[src/rtl/frame_stream_pkg.sv]
// Shared definitions for the frame streaming source: FSM states, widths and the pixel beat layout.
package frame_stream_pkg;

    localparam int COORD_W = 10;
    localparam int PIX_W   = 8;

    typedef enum logic [2:0] {
        IDLE  = 3'd0,
        FETCH = 3'd1,
        DRAIN = 3'd2,
        FLUSH = 3'd3,
        DONE  = 3'd4
    } state_e;

    typedef struct packed {
        logic [PIX_W-1:0]   val;
        logic [COORD_W-1:0] x;
        logic [COORD_W-1:0] y;
    } pixel_beat_t;

    localparam int BEAT_W = $bits(pixel_beat_t);

endpackage

[src/rtl/frame_stream_source_fifo.sv]
// First-word-fall-through FIFO: dout always shows the oldest entry while not empty.
module stream_fifo #(
    parameter int WIDTH = 8,
    parameter int DEPTH = 4
) (
    input  logic                       clk,
    input  logic                       reset,
    input  logic                       push,
    input  logic                       pop,
    input  logic [WIDTH-1:0]           din,
    output logic [WIDTH-1:0]           dout,
    output logic                       empty,
    output logic                       full,
    output logic [$clog2(DEPTH+1)-1:0] count
);

    localparam int PTR_W = (DEPTH > 1) ? $clog2(DEPTH) : 1;
    localparam int CNT_W = $clog2(DEPTH+1);

    logic [WIDTH-1:0] mem [DEPTH];
    logic [PTR_W-1:0] rd_ptr;
    logic [PTR_W-1:0] wr_ptr;
    logic             pop_ok;
    logic             push_ok;

    function automatic logic [PTR_W-1:0] next_ptr(input logic [PTR_W-1:0] p);
        return (p == PTR_W'(DEPTH-1)) ? '0 : p + PTR_W'(1);
    endfunction

    // A pop frees the slot this cycle, so a push into a full FIFO is fine alongside it.
    assign empty   = (count == '0);
    assign full    = (count == CNT_W'(DEPTH));
    assign pop_ok  = pop && !empty;
    assign push_ok = push && (!full || pop_ok);
    assign dout    = mem[rd_ptr];

    always_ff @(posedge clk) begin
        if (push_ok) begin
            mem[wr_ptr] <= din;
        end
    end

    always_ff @(posedge clk) begin
        if (reset) begin
            rd_ptr <= '0;
            wr_ptr <= '0;
            count  <= '0;
        end else begin
            if (push_ok) wr_ptr <= next_ptr(wr_ptr);
            if (pop_ok)  rd_ptr <= next_ptr(rd_ptr);
            case ({push_ok, pop_ok})
                2'b10:   count <= count + CNT_W'(1);
                2'b01:   count <= count - CNT_W'(1);
                default: count <= count;
            endcase
        end
    end

endmodule

[src/rtl/frame_stream_source.sv]
// Streams one frame from a synchronous RAM in raster order through a credit-limited FIFO.
// Optional FRAME_FLUSH_EN appends FLUSH_PIX zero pixels after the frame.
module frame_stream_source
    import frame_stream_pkg::*;
#(
    parameter int ROW_SZ     = 320,
    parameter int COL_SZ     = 240,
    parameter int ADDR_W     = 17,
    parameter int RD_LAT     = 2,
    parameter int FIFO_DEPTH = 4
`ifdef FRAME_FLUSH_EN
    ,
    parameter int FLUSH_PIX  = 960
`endif
) (
    input  logic               clk,
    input  logic               reset,
    input  logic               start,
    input  logic [ADDR_W-1:0]  base_addr,
    output logic               rd_en,
    output logic [ADDR_W-1:0]  rd_addr,
    input  logic [PIX_W-1:0]   rd_data,
    output logic [PIX_W-1:0]   out_val,
    output logic [COORD_W-1:0] out_x,
    output logic [COORD_W-1:0] out_y,
    output logic               is_out_val,
    input  logic               out_ready,
    output logic               busy,
    output logic               frame_done
);

    localparam int CNT_W = $clog2(FIFO_DEPTH+1);
    localparam int SUM_W = CNT_W + 1;

    state_e             state;
    logic [COORD_W-1:0] x_cnt;
    logic [COORD_W-1:0] y_cnt;
    logic [ADDR_W-1:0]  addr_cnt;
    logic [CNT_W-1:0]   inflight;
    logic [CNT_W-1:0]   fifo_count;
    logic [SUM_W-1:0]   credit_sum;
    logic [RD_LAT-1:0]  pipe_v;
    logic [COORD_W-1:0] pipe_x [RD_LAT];
    logic [COORD_W-1:0] pipe_y [RD_LAT];
    logic               issue;
    logic               advance;
    logic               last_pos;
    logic               pipe_exit;
    logic               fifo_push;
    logic               fifo_pop;
    logic               fifo_empty;
    logic               fifo_full;
    logic               fifo_drained;
    logic               flush_push;
    pixel_beat_t        fifo_din;
    pixel_beat_t        fifo_dout;

    // Reads in flight plus buffered beats never exceed the FIFO depth, so returns always fit.
    assign credit_sum = {1'b0, inflight} + {1'b0, fifo_count};
    assign issue      = (state == FETCH) && (credit_sum < SUM_W'(FIFO_DEPTH));
    assign rd_en      = issue;
    assign rd_addr    = addr_cnt;
    assign last_pos   = (x_cnt == COORD_W'(ROW_SZ-1)) && (y_cnt == COORD_W'(COL_SZ-1));
    assign pipe_exit  = pipe_v[RD_LAT-1];

    assign is_out_val   = !fifo_empty;
    assign fifo_pop     = is_out_val && out_ready;
    assign fifo_drained = fifo_empty || ((fifo_count == CNT_W'(1)) && fifo_pop);

`ifdef FRAME_FLUSH_EN
    localparam int FLUSH_W = $clog2(FLUSH_PIX+1);
    logic [FLUSH_W-1:0] flush_cnt;
    logic               flush_left;

    assign flush_left = (flush_cnt != FLUSH_W'(FLUSH_PIX));
    assign flush_push = (state == FLUSH) && flush_left && (!fifo_full || fifo_pop);

    always_ff @(posedge clk) begin
        if (reset || state == IDLE) begin
            flush_cnt <= '0;
        end else if (flush_push) begin
            flush_cnt <= flush_cnt + FLUSH_W'(1);
        end
    end
`else
    assign flush_push = 1'b0;
`endif

    assign advance       = issue || flush_push;
    assign fifo_push     = (pipe_exit && (!fifo_full || fifo_pop)) || flush_push;
    assign fifo_din.val  = pipe_exit ? rd_data : '0;
    assign fifo_din.x    = pipe_exit ? pipe_x[RD_LAT-1] : x_cnt;
    assign fifo_din.y    = pipe_exit ? pipe_y[RD_LAT-1] : y_cnt;

    assign out_val    = fifo_empty ? '0 : fifo_dout.val;
    assign out_x      = fifo_empty ? '0 : fifo_dout.x;
    assign out_y      = fifo_empty ? '0 : fifo_dout.y;
    assign busy       = (state != IDLE);
    assign frame_done = (state == DONE);

    always_ff @(posedge clk) begin
        if (reset) begin
            state <= IDLE;
        end else begin
            case (state)
                IDLE:  if (start) state <= FETCH;
                FETCH: if (issue && last_pos) state <= DRAIN;
                DRAIN: if (inflight == '0 && fifo_drained) begin
`ifdef FRAME_FLUSH_EN
                    state <= FLUSH;
`else
                    state <= DONE;
`endif
                end
`ifdef FRAME_FLUSH_EN
                FLUSH: if (!flush_left && fifo_drained) state <= DONE;
`endif
                DONE:    state <= IDLE;
                default: state <= IDLE;
            endcase
        end
    end

    // Coordinates wrap back to (0,0) after the last position so flush beats continue raster order.
    always_ff @(posedge clk) begin
        if (reset) begin
            x_cnt    <= '0;
            y_cnt    <= '0;
            addr_cnt <= '0;
            inflight <= '0;
        end else begin
            if (state == IDLE && start) begin
                x_cnt    <= '0;
                y_cnt    <= '0;
                addr_cnt <= base_addr;
            end else begin
                if (advance) begin
                    if (x_cnt == COORD_W'(ROW_SZ-1)) begin
                        x_cnt <= '0;
                        y_cnt <= (y_cnt == COORD_W'(COL_SZ-1)) ? '0 : y_cnt + COORD_W'(1);
                    end else begin
                        x_cnt <= x_cnt + COORD_W'(1);
                    end
                end
                if (issue) addr_cnt <= addr_cnt + ADDR_W'(1);
            end
            case ({issue, pipe_exit})
                2'b10:   inflight <= inflight + CNT_W'(1);
                2'b01:   inflight <= inflight - CNT_W'(1);
                default: inflight <= inflight;
            endcase
        end
    end

    always_ff @(posedge clk) begin
        if (reset) begin
            pipe_v <= '0;
        end else begin
            pipe_v[0] <= issue;
            for (int i = 1; i < RD_LAT; i++) pipe_v[i] <= pipe_v[i-1];
        end
    end

    always_ff @(posedge clk) begin
        pipe_x[0] <= x_cnt;
        pipe_y[0] <= y_cnt;
        for (int i = 1; i < RD_LAT; i++) begin
            pipe_x[i] <= pipe_x[i-1];
            pipe_y[i] <= pipe_y[i-1];
        end
    end

    always_ff @(posedge clk) begin
        if (!reset) begin
            assert (!(pipe_exit && fifo_full && !fifo_pop));
        end
    end

    stream_fifo #(
        .WIDTH(BEAT_W),
        .DEPTH(FIFO_DEPTH)
    ) u_fifo (
        .clk  (clk),
        .reset(reset),
        .push (fifo_push),
        .pop  (fifo_pop),
        .din  (fifo_din),
        .dout (fifo_dout),
        .empty(fifo_empty),
        .full (fifo_full),
        .count(fifo_count)
    );

endmodule

[config.mk]
export PLATFORM = sky130hd
export DESIGN_NAME = frame_stream_source
export DESIGN_NICKNAME = d
export VERILOG_FILES = /design/src/rtl/frame_stream_pkg.sv /design/src/rtl/frame_stream_source_fifo.sv /design/src/rtl/frame_stream_source.sv
export SDC_FILE = /design/constraint.sdc
export NUM_CORES = 1
export LEC_CHECK = 0
export BUFFER_PORTS_ARGS = -buffer_cell sky130_fd_sc_hd__buf_4
export CORE_MARGIN = 2
export CORE_UTILIZATION = 40
export CTS_CLUSTER_DIAMETER = 80
export DETAILED_ROUTE_END_ITERATION = 7
export HOLD_SLACK_MARGIN = 0.02
export PLACE_DENSITY_LB_ADDON = 0.25
export SYNTH_ARGS = -nofsm -noshare
export SYNTH_HDL_FRONTEND = slang
export SYNTH_SLANG_ARGS = --single-unit
[constraint.sdc]
create_clock -name clk -period 3.15 [get_ports clk]
set_input_delay 0.945 -clock clk [delete_from_list [all_inputs] [get_ports clk]]
set_output_delay 0.945 -clock clk [all_outputs]
set_load 0.1 [all_outputs]
==> parameters.txt <==
Parameter                              Value

Status
  Outcome    finished clean

Worst setup path
  Worst reg2reg endpoint    inflight[2]$_SDFFE_PP0P_
  Required time of the worst setup path    2.20 ns
  Termination of the worst setup path    out_y[3]
  Flop-to-flop setup slack    0.80 ns
  Maximum fanout encountered on the critical timing path    28
  Kind of end point of the critical path    primary output
  Crit path DAT    2.03 ns
  Worst Setup Start Kind    flip-flop
  Critical Setup Path Class    flip-flop to primary output
  Register-to-Register Path Depth    9
  Worst reg2reg path startpoint    inflight[1]$_SDFFE_PP0P_

STA
  Number of failing hold endpoints at the final stage    0
  Final period utilization    about 95%
  Setup TNS Final    0 ns
  Finish-stage setup viols    0
  Slew Viols, Final    0
  Final worst-path setup slack    0.171 ns
  Setup repair after global routing missed its margin    no
  Worst-case clock skew    between 0.01 and 0.015 ns
  Clock period minus worst slack    between 2 and 3 ns
  Fmax    0.336 GHz
  Transition at the pin with the smallest max-transition slack    about 0.52 ns
  Slew Limit Headroom    65.0%

Placement
  Quantity of I/O buffers inserted on ports    77
  Detailed placement HPWL    around 9.8 mm
  Final weighted congestion in routability-driven placement    0.777
  Place WS    0.637 ns

Routing
  Detailed-route DRC error count    0
  Initial DRC Count    around 180
  Average routed wire per standard cell    16.1 um
  Antenna Violating Nets Remaining    0
  Routed vias    4675
  Detailed Route WL    roughly 15 mm
  First-pass detailed-route iteration total    4
  Vias per std cell    about 5.0

Clock network
  Number of clock sinks    just over 200
  CTS clk-pin slew, worst paths    0.06 ns
  Clock tree from TritonCTS    done
  H-tree level count    1
  Clock root buffer    clkbuf_16
  CTS Hold Bufs    0
  Number of buffers inserted to repair setup after CTS    0
  Skew-Pair Late Insertion Delay    ~0.48 ns
  Number of CTS-inserted buffers    21
  Worst-case clock buffer depth    3

Floorplan
  Total die area    21400 sq um
  Area of the core    20000 sq um
  Standard-cell rows    52
  Starting density of the core    between 40 and 50%
  Die X    about 150 um
  Die height    146 um
  Number of ports placed on the die boundary    78

Yosys
  Cell area after synthesis    8090 sq um
  Synth warn    0
  Distinct cells, synth    46
  Synthesized area per cell    about 14 sq um
  Count of mapped cells out of synthesis    569
  Seq cells post-synth    206
  Sequential share of the synthesized area    64.8%
  Mapped Nets    615

Power and ir drop
  Static Leak    0.00348 uW
  Internal power    5140 uW
  Maximum VDD drop    0.409 mV
  Net switching fraction of the power    37.2%
  Power density over the cells    843 nW/um^2
  Part of the power in registers    36.3%
  Clock network power share    between 30% and 40%
  Part of the power in combinational logic    33.2%
  Net switching component of the power    around 3000 uW

Finish
  # nets final    700
  Most used cells in the layout excluding fill and tap cells    edfxtp_1 (112), dfxtp_1 (93), buf_4 (85), and2_1 (41), nor2_1 (41)
  Share of layout cells above drive strength 1    a little over a quarter
  Inserted Diodes    0
  Most common cell after layout, fill and taps aside    edfxtp_1
  Synth-to-Final Area Change    19.9%

GRT
  Number of global-route vias before repair    4961
  Largest net degree at the start of global routing    36
  Number of antenna violations at the first check in global routing    0
  Global-route wire length before repair    between 20 and 30 mm
  Total GRT Usage    14.4%
  Global route total overflow    0

Hold path
  Worst min path class    flip-flop to flip-flop

Run
  Maxcap violations    0
[power groups by stage]
stage | combinational, uW | clock [uW] | sequential [uW]
after floorplan | 2050 | 0 | 3160
after global placement | 2710 | 0 | 3020
after detailed placement | 2730 | 0 | 3030
after CTS | 2740 | 2560 | 2970
after global routing | 2850 | 2670 | 2980
final | 2720 | 2490 | 2970
[worst max-delay path: stages (launching register included)]
cell and delay [ns]:
dfxtp_2 0.34, buf_12 0.24, mux4_2 0.55, and2_1 0.17, buf_4 0.23
[metrics by stage]
stage	instance area, sq um	total power (uW)	util, %	hold WS (ns)	instances
floorplan	8100	5210	-	0.310	569
global placement	9000	5740	44.9	0.310	901
detailed placement	9000	5760	44.9	0.312	901
CTS	9690	8270	48.4	0.322	937
global route	9700	8500	48.4	0.328	937
finish	9700	8180	48.4	0.325	937
[registers in the layout, indices dropped and copies added (netlist names), named ones only]
name and flops:
u_fifo.mem 112, pipe_y 20, x_cnt 10, pipe_v 2, state 3, rd_addr 17, u_fifo.rd_ptr 2, inflight 3
u_fifo.count 3, u_fifo.wr_ptr 2, y_cnt 10, pipe_x 20
[logic make-up after synthesis]
group | Yosys count | synth area share [%]
AOI/OAI and AO/OA | 43 | 3.91
xor gates and xnor gates | 31 | 3.35
adders and majority gates | 17 | 2.72
buffers and inverters | 41 | 2.01
DFF | 206 | 64.8
muxes | 50 | 10.8
and+or+nand+nor | 181 | 12.4
[layer usage]
metal | up-vias | wire, um | track usage, %
li1 | 2260 | - | -
met1 | 2294 | 6820 | 18.7
met2 | 101 | 7270 | 24.4
met3 | 20 | 743 | 3.16
met4 | 0 | 255 | 3.98
met5 | - | 0 | 0
[synth_stat cells, drive strengths merged]
cell / count / share of area, %
edfxtp: 112 / 42
dfxtp: 94 / 23
and2: 41 / 3.2
nor2: 41 / 1.9
mux4: 28 / 7.8
nand2: 22 / 1.0
mux2: 20 / 2.8
xnor2: 20 / 2.2
nor3: 19 / 1.3
clkbuf: 17 / 0.79
ha: 16 / 2.5
inv: 16 / 0.74
a211oi: 15 / 1.6
nand3: 15 / 1.1
and3: 13 / 1.0
xor2: 11 / 1.2
a21oi: 9 / 0.56
buf: 8 / 0.48
nor4: 6 / 0.70
nand4: 5 / 0.39
o21ai: 5 / 0.31
or3: 5 / 0.39
a311oi: 4 / 0.43
nand2b: 4 / 0.31
nor3b: 3 / 0.42
nor4b: 3 / 0.40
mux2i: 2 / 0.25
nor2b: 2 / 0.15
o211ai: 2 / 0.19
o21bai: 2 / 0.19
o22ai: 2 / 0.15
o41ai: 2 / 0.22
a22oi: 1 / 0.093
fa: 1 / 0.25
nand3b: 1 / 0.093
o221a: 1 / 0.14
or4: 1 / 0.093
[final cells by class]
cell class                 count  area, sq um
clock buffer                  26          544
tap                          270          338
inverter                      16         60.1
clock inverter                10          149
timing repair buffer          87          669
sequential                   206         5250
multi-input combinational    322         2700
fill                        1781        10300
[repair_timing]
action                     in CTS  in global routing
setup endpoints to repair       0                  3
hold endpoints to repair        0                  0
gates resized for setup         0                  2
[worst min-delay path by stage]
stage	depth (start not counted)	from	to
after floorplan	0	pipe_x[0][0]$_DFF_P_	pipe_x[0][10]$_DFF_P_
after global placement	0	pipe_x[0][3]$_DFF_P_	pipe_x[0][13]$_DFF_P_
after detailed placement	0	pipe_y[0][3]$_DFF_P_	pipe_y[0][13]$_DFF_P_
after CTS	0	pipe_x[0][1]$_DFF_P_	pipe_x[0][11]$_DFF_P_
after global routing	0	pipe_x[0][2]$_DFF_P_	pipe_x[0][12]$_DFF_P_
final	0	pipe_y[0][5]$_DFF_P_	pipe_y[0][15]$_DFF_P_
Note: power is estimated with default switching activity, not from simulation.
